File: config.mk
export PLATFORM = sky130hd
export DESIGN_NAME = bt_uart_cmd_rx_flat
export DESIGN_NICKNAME = d
export VERILOG_FILES = /design/src/rtl/bt_uart_cmd_rx_if.sv /design/src/rtl/bt_uart_cmd_rx.sv /design/src/flat_wrapper.sv
export SDC_FILE = /design/constraint.sdc
export NUM_CORES = 1
export LEC_CHECK = 0
export CORE_MARGIN = 4
export CORE_UTILIZATION = 53
export DETAILED_ROUTE_END_ITERATION = 7
export GPL_ROUTABILITY_DRIVEN = 0
export PLACE_DENSITY = 0.72
export SLEW_MARGIN = 20
export SYNTH_ARGS = -nofsm -noshare
export SYNTH_HDL_FRONTEND = slang
export SYNTH_SLANG_ARGS = --single-unit
File: constraint.sdc
create_clock -name clk -period 2.3 [get_ports clk]
set_clock_uncertainty 0.2 [all_clocks]
set_input_delay 0.23 -clock clk [delete_from_list [all_inputs] [get_ports clk]]
set_output_delay 0.23 -clock clk [all_outputs]
set_load 0.03 [all_outputs]
File: src/rtl/bt_uart_cmd_rx_if.sv
// Signal bundle between the Bluetooth UART line and the command receiver.
// The slave side is the receiver; the master side drives the serial line.
`timescale 1ns/1ps
interface bt_uart_cmd_rx_if;
    logic       rxd;
    logic [2:0] signal;
    logic [7:0] rx_byte;
    logic       byte_valid;
    logic       frame_err;

    modport slave (
        input  rxd,
        output signal,
        output rx_byte,
        output byte_valid,
        output frame_err
    );

    modport master (
        output rxd,
        input  signal,
        input  rx_byte,
        input  byte_valid,
        input  frame_err
    );
endinterface

File: src/rtl/bt_uart_cmd_rx.sv
// 8N1 UART receiver that maps ASCII '1'..'7' to a held 3-bit drive command,
// with a watchdog that falls back to STOP (7) when manual commands dry up.
`timescale 1ns/1ps
module bt_uart_cmd_rx #(
    parameter int CLKS_PER_BIT = 5208,
    parameter int TIMEOUT_CYC  = 25000000
) (
    input  logic                  clk,
    input  logic                  rst_n,
    bt_uart_cmd_rx_if.slave       bus
);
    localparam int BC_W = $clog2(CLKS_PER_BIT);
    localparam int WD_W = (TIMEOUT_CYC > 1) ? $clog2(TIMEOUT_CYC) : 1;
    localparam logic [BC_W-1:0] BC_HALF = BC_W'(CLKS_PER_BIT / 2);
    localparam logic [BC_W-1:0] BC_LAST = BC_W'(CLKS_PER_BIT - 1);
    localparam logic [WD_W-1:0] WD_LAST = WD_W'(TIMEOUT_CYC - 1);

    typedef enum logic [2:0] {
        S_IDLE,
        S_START,
        S_DATA,
        S_STOP,
        S_WAIT_IDLE
    } state_t;

    state_t          state_q, state_d;
    logic            sync1_q, sync1_d;
    logic            sync2_q, sync2_d;
    logic [BC_W-1:0] bcnt_q, bcnt_d;
    logic [2:0]      idx_q, idx_d;
    logic [7:0]      shift_q, shift_d;
    logic [7:0]      rx_byte_q, rx_byte_d;
    logic            byte_valid_q, byte_valid_d;
    logic            frame_err_q, frame_err_d;
    logic [2:0]      signal_q, signal_d;
    logic [WD_W-1:0] wd_q, wd_d;
    logic            commit;
    logic            is_cmd;
    logic            rxs;

    assign rxs = sync2_q;

    always_comb begin
        sync1_d      = bus.rxd;
        sync2_d      = sync1_q;
        state_d      = state_q;
        bcnt_d       = bcnt_q;
        idx_d        = idx_q;
        shift_d      = shift_q;
        rx_byte_d    = rx_byte_q;
        byte_valid_d = 1'b0;
        frame_err_d  = 1'b0;
        signal_d     = signal_q;
        wd_d         = wd_q;
        commit       = 1'b0;
        is_cmd       = (shift_q >= 8'h31) && (shift_q <= 8'h37);

        case (state_q)
            S_IDLE: begin
                if (!rxs) begin
                    state_d = S_START;
                    bcnt_d  = '0;
                end
            end
            S_START: begin
                // Re-check the line at mid start bit to reject short glitches.
                if (bcnt_q == BC_HALF) begin
                    if (rxs) begin
                        state_d = S_IDLE;
                    end else begin
                        state_d = S_DATA;
                        bcnt_d  = '0;
                        idx_d   = 3'd0;
                    end
                end else begin
                    bcnt_d = bcnt_q + BC_W'(1);
                end
            end
            S_DATA: begin
                if (bcnt_q == BC_LAST) begin
                    shift_d = {rxs, shift_q[7:1]};
                    bcnt_d  = '0;
                    if (idx_q == 3'd7) begin
                        state_d = S_STOP;
                    end else begin
                        idx_d = idx_q + 3'd1;
                    end
                end else begin
                    bcnt_d = bcnt_q + BC_W'(1);
                end
            end
            S_STOP: begin
                if (bcnt_q == BC_LAST) begin
                    bcnt_d = '0;
                    if (rxs) begin
                        commit       = 1'b1;
                        byte_valid_d = 1'b1;
                        rx_byte_d    = shift_q;
                        state_d      = S_IDLE;
                    end else begin
                        frame_err_d = 1'b1;
                        state_d     = S_WAIT_IDLE;
                    end
                end else begin
                    bcnt_d = bcnt_q + BC_W'(1);
                end
            end
            S_WAIT_IDLE: begin
                if (rxs) begin
                    state_d = S_IDLE;
                end
            end
            default: begin
                state_d = S_IDLE;
            end
        endcase

        // A fresh command always beats a watchdog expiry in the same cycle.
        if (commit && is_cmd) begin
            signal_d = shift_q[2:0];
            wd_d     = '0;
        end else if (signal_q inside {3'd3, 3'd4, 3'd5, 3'd6}) begin
            if (wd_q == WD_LAST) begin
                signal_d = 3'd7;
                wd_d     = '0;
            end else begin
                wd_d = wd_q + WD_W'(1);
            end
        end else begin
            wd_d = '0;
        end
    end

    always_ff @(posedge clk) begin
        if (!rst_n) begin
            state_q      <= S_IDLE;
            sync1_q      <= 1'b1;
            sync2_q      <= 1'b1;
            bcnt_q       <= '0;
            idx_q        <= 3'd0;
            shift_q      <= 8'h00;
            rx_byte_q    <= 8'h00;
            byte_valid_q <= 1'b0;
            frame_err_q  <= 1'b0;
            signal_q     <= 3'd7;
            wd_q         <= '0;
        end else begin
            state_q      <= state_d;
            sync1_q      <= sync1_d;
            sync2_q      <= sync2_d;
            bcnt_q       <= bcnt_d;
            idx_q        <= idx_d;
            shift_q      <= shift_d;
            rx_byte_q    <= rx_byte_d;
            byte_valid_q <= byte_valid_d;
            frame_err_q  <= frame_err_d;
            signal_q     <= signal_d;
            wd_q         <= wd_d;
        end
    end

    assign bus.signal     = signal_q;
    assign bus.rx_byte    = rx_byte_q;
    assign bus.byte_valid = byte_valid_q;
    assign bus.frame_err  = frame_err_q;
endmodule

File: src/flat_wrapper.sv
// flat-port wrapper written by rule: the top's interface ports become plain ports
module bt_uart_cmd_rx_flat 
#(
    parameter int CLKS_PER_BIT = 5208,
    parameter int TIMEOUT_CYC  = 25000000
)
  (clk, rst_n, bus_rxd, bus_signal, bus_rx_byte, bus_byte_valid, bus_frame_err);
  bt_uart_cmd_rx_if bus_i ();
  input  logic clk;
  input  logic rst_n;
  input wire logic [$bits(bus_i.rxd)-1:0] bus_rxd;
  output wire logic [$bits(bus_i.signal)-1:0] bus_signal;
  output wire logic [$bits(bus_i.rx_byte)-1:0] bus_rx_byte;
  output wire logic [$bits(bus_i.byte_valid)-1:0] bus_byte_valid;
  output wire logic [$bits(bus_i.frame_err)-1:0] bus_frame_err;
  assign bus_i.rxd = bus_rxd;
  assign bus_signal = bus_i.signal;
  assign bus_rx_byte = bus_i.rx_byte;
  assign bus_byte_valid = bus_i.byte_valid;
  assign bus_frame_err = bus_i.frame_err;
  bt_uart_cmd_rx #(.CLKS_PER_BIT(CLKS_PER_BIT), .TIMEOUT_CYC(TIMEOUT_CYC)) u_core (.clk(clk), .rst_n(rst_n), .bus(bus_i));
endmodule
==> impl_results.md <==
- M2 GR Usage: 0.310
- Status: finished, final reports clean
- Root buffer cell: clkbuf_8
- Met1 Usage GRT: 0.237
- Final Hold Fails: 0
- GRT Total Usage: 0.189
- Core Box Area: 5610 µm²
- Initial antenna violation count: 0
- M3 GR Usage: 0.0658
- Mux contribution to synthesized area: 0.0673
- Drt pass-1 iters: 5
- Power Density: 611 nW/µm²
- Crit share post-route: 0.961
- Die area: 7180 µm²
- Setup WS post-layout: 0.0899 ns
- CP bufs+invs: 2
- CTS tree: built
- Post-CTS Setup Inserts: 0
- Post-synthesis simple-gate area fraction: 0.284
- HPWL after DPL: 4440 µm
- Max Freq: 452 MHz
- XOR/XNOR Fraction of Synth Area: 0.0758
- Final Non-Filler Cells: 462
- Largest family of logic cells by synthesized area: simple AND/OR/NAND/NOR gates
- # diodes: 0
- Post-synthesis sequential area ratio: 0.430
- Final Critical Period: 2.21 ns
- Commonest non-fill, non-tap cell in the layout: dfxtp_1
- DIE HEIGHT: 84.7 µm
- DRT iter0 DRCs: 137
- RSZ-0062 raised after global routing: false
- Overflow after GRT: 0
- Min-delay src: u_core.sync1_q
- Actual slew at the worst max-slew pin: 0.484 ns
- CP top delay family: simple AND/OR/NAND/NOR gates
- DR vias/cell: 5.57
- Post-route ant nets: 0
- Beginning of the critical path: u_core.bcnt_q[0]
- Storage cell area: 1350 µm²
- Clock Sink Count: 67
- Pin count of the biggest net entering global routing: 26
- Crit path cell chain: inv_1 -> ha_1 -> nor4bb_2 -> a41o_1 -> nor3_1 -> buf_4 -> and3_1 -> a221o_1
- CP Class: flop to flop
- Clock latency on the worst-skew pair: 0.34 ns
- Slowest-stage cell, CP: nor4bb_2
- Routed vias: 2575
- Maximum VDD drop: 430 µV
- Routed WL: 6410 µm
- CP Data Required Time: 2.33 ns
- Synth Net Count: 361
- Final design utilization: 0.663
- Global-route wire length before repair: 11100 µm
- Top_reg_cell synth: dfxtp_1
- Number of synthesized flops with an enable pin: 0
- Layout cells sized above 1: 0.141
- Fill cells: 460
- Rel. slew slack: 0.674
- PortBufs: 15
- Synth Register Bits: 67
- Cells after DPL: 447
- Reg2reg start: u_core.bcnt_q[0]
- Synth Area in Compound Gates: 0.0826
- Worst path max stage delay: 0.38 ns
- Mapped Cells: 353
- Avg Inst Size Synth: 8.84 µm²
- CTS hold repair buffers: 0
- Area grow syn2layout: 19.1%
- DRC: 0
- Crit-path max FO: 12
- Die Wd: 84.7 µm
- Static Leak: 1.30 nW
- Initial core utilization: 0.557
- Clock-pin slew on the worst setup and hold paths: 0.07 ns
- Routed len/inst: 13.9 µm
- GR peak layer: met2
- Type of origin of the critical path: flop
- Total negative slack: 0 ns
- Post-synthesis adder-cell area fraction: 0.0200
- Max Cap Viol: 0
- Vias in the first global route: 2399
- Layout net count: 394
- Multi-input gate area: 1710 µm²
- Pwr Total: 2.27 mW
- IO Count: 16
- H-Tree Depth: 3
- Arr. time, crit path: 2.24 ns
- Cell row count: 27
- Synth cell types: 46
- YS warnings: 0
- Most frequent cells in the layout: 64 x dfxtp_1, 56 x nor2_1, 29 x nand2_1
- Count of final max-slew check failures: 0
- Async SR Flop Fraction: 0
- Clk buf depth: 2
- CTS Buf Count: 9
- Mapped cell area: 3120 µm²
- Worst setup slack after placement: -0.0330 ns
- HP Class: flop to flop
- Critical Path End Type: flop
- Final setup vio count: 0
==> worst paths after layout <==
check,end,slack (ns),cells past startpoint
max,u_core.bcnt_q[11],0.09,8
min,u_core.rxs,0.20,1
max reg2reg,u_core.bcnt_q[11],0.09,8
min reg2reg,u_core.rxs,0.20,1
==> cells in the mapped netlist, drive strengths merged (4+ instances only) <==
cell type | count | share of area
xor2 | 14 | 0.039
buf | 7 | 0.019
ha | 5 | 0.020
inv | 10 | 0.012
nor4 | 11 | 0.022
dfxtp | 67 | 0.43
nand3 | 19 | 0.030
mux2i | 21 | 0.067
nand2 | 29 | 0.035
clkbuf | 8 | 0.0096
nor4bb | 8 | 0.026
nand2b | 4 | 0.0080
xnor2 | 13 | 0.036
nand4 | 12 | 0.026
nor3 | 10 | 0.016
nor2 | 57 | 0.069
o21ai | 7 | 0.011
a22o | 4 | 0.011
and3 | 4 | 0.0080
a21oi | 7 | 0.011
==> power by group <==
part	leakage [nW]	internal, mW	switching, mW
clock	0.106	0.603	0.434
sequential	0.542	1.16	0.00556
combinational	0.649	0.0262	0.0385
total	1.30	1.79	0.478
==> area by class of cell <==
cell class | instances | share of cell area
clock buffers | 10 | 0.0343
flip-flops and latches | 67 | 0.362
inverters | 10 | 0.0101
clock inverters | 5 | 0.0212
repair buffers | 37 | 0.0882
multi-input cells | 261 | 0.460
well taps | 72 | 0.0242
==> layer usage <==
layer,wire [µm],vias up
li1,-,1310
met1,2870,1201
met2,3170,53
met3,266,11
met4,106,0
met5,0,-
==> worst register-to-register path, cell delays in order, from the launching register on <==
cell,delay [ns]
dfxtp_2,0.36
inv_1,0.06
ha_1,0.12
nor4bb_2,0.38
a41o_1,0.31
nor3_1,0.08
buf_4,0.18
and3_1,0.17
a221o_1,0.25
==> through the flow <==
stage	hold WS, ns	cell area (µm²)
after floorplan	0.131	3120
after global placement	0.196	3450
after detailed placement	0.192	3450
after CTS	0.204	3670
after global routing	0.212	3720
final	0.203	3720
==> flip-flops by register name (all words and copies together) (netlist names) <==
| register | cells |
|---|---|
| u_core.wd_q | 25 |
| u_core.bcnt_q | 13 |
| u_core.bus.rx_byte | 8 |
| u_core.shift_q | 8 |
| u_core.bus.signal | 3 |
| u_core.idx_q | 3 |
| u_core.state_q | 3 |
| u_core.bus.byte_valid | 1 |
| u_core.bus.frame_err | 1 |
| u_core.rxs | 1 |
| u_core.sync1_q | 1 |
==> cells by family (layout without fill, tap and decap cells) <==
kind of cell	count (synthesis)	count (layout)
xor+xnor	27	27
buf+inv	25	62
fa+ha+maj	5	5
compound gates	36	36
flops	67	67
mux	21	21
simple gates	172	172
==> repair_timing <==
action,4_1_cts,5_1_grt
endpoints found under the setup margin,9,48
resized for setup,4,10
pin swaps,0,1
(Power assumes the default switching activity.)
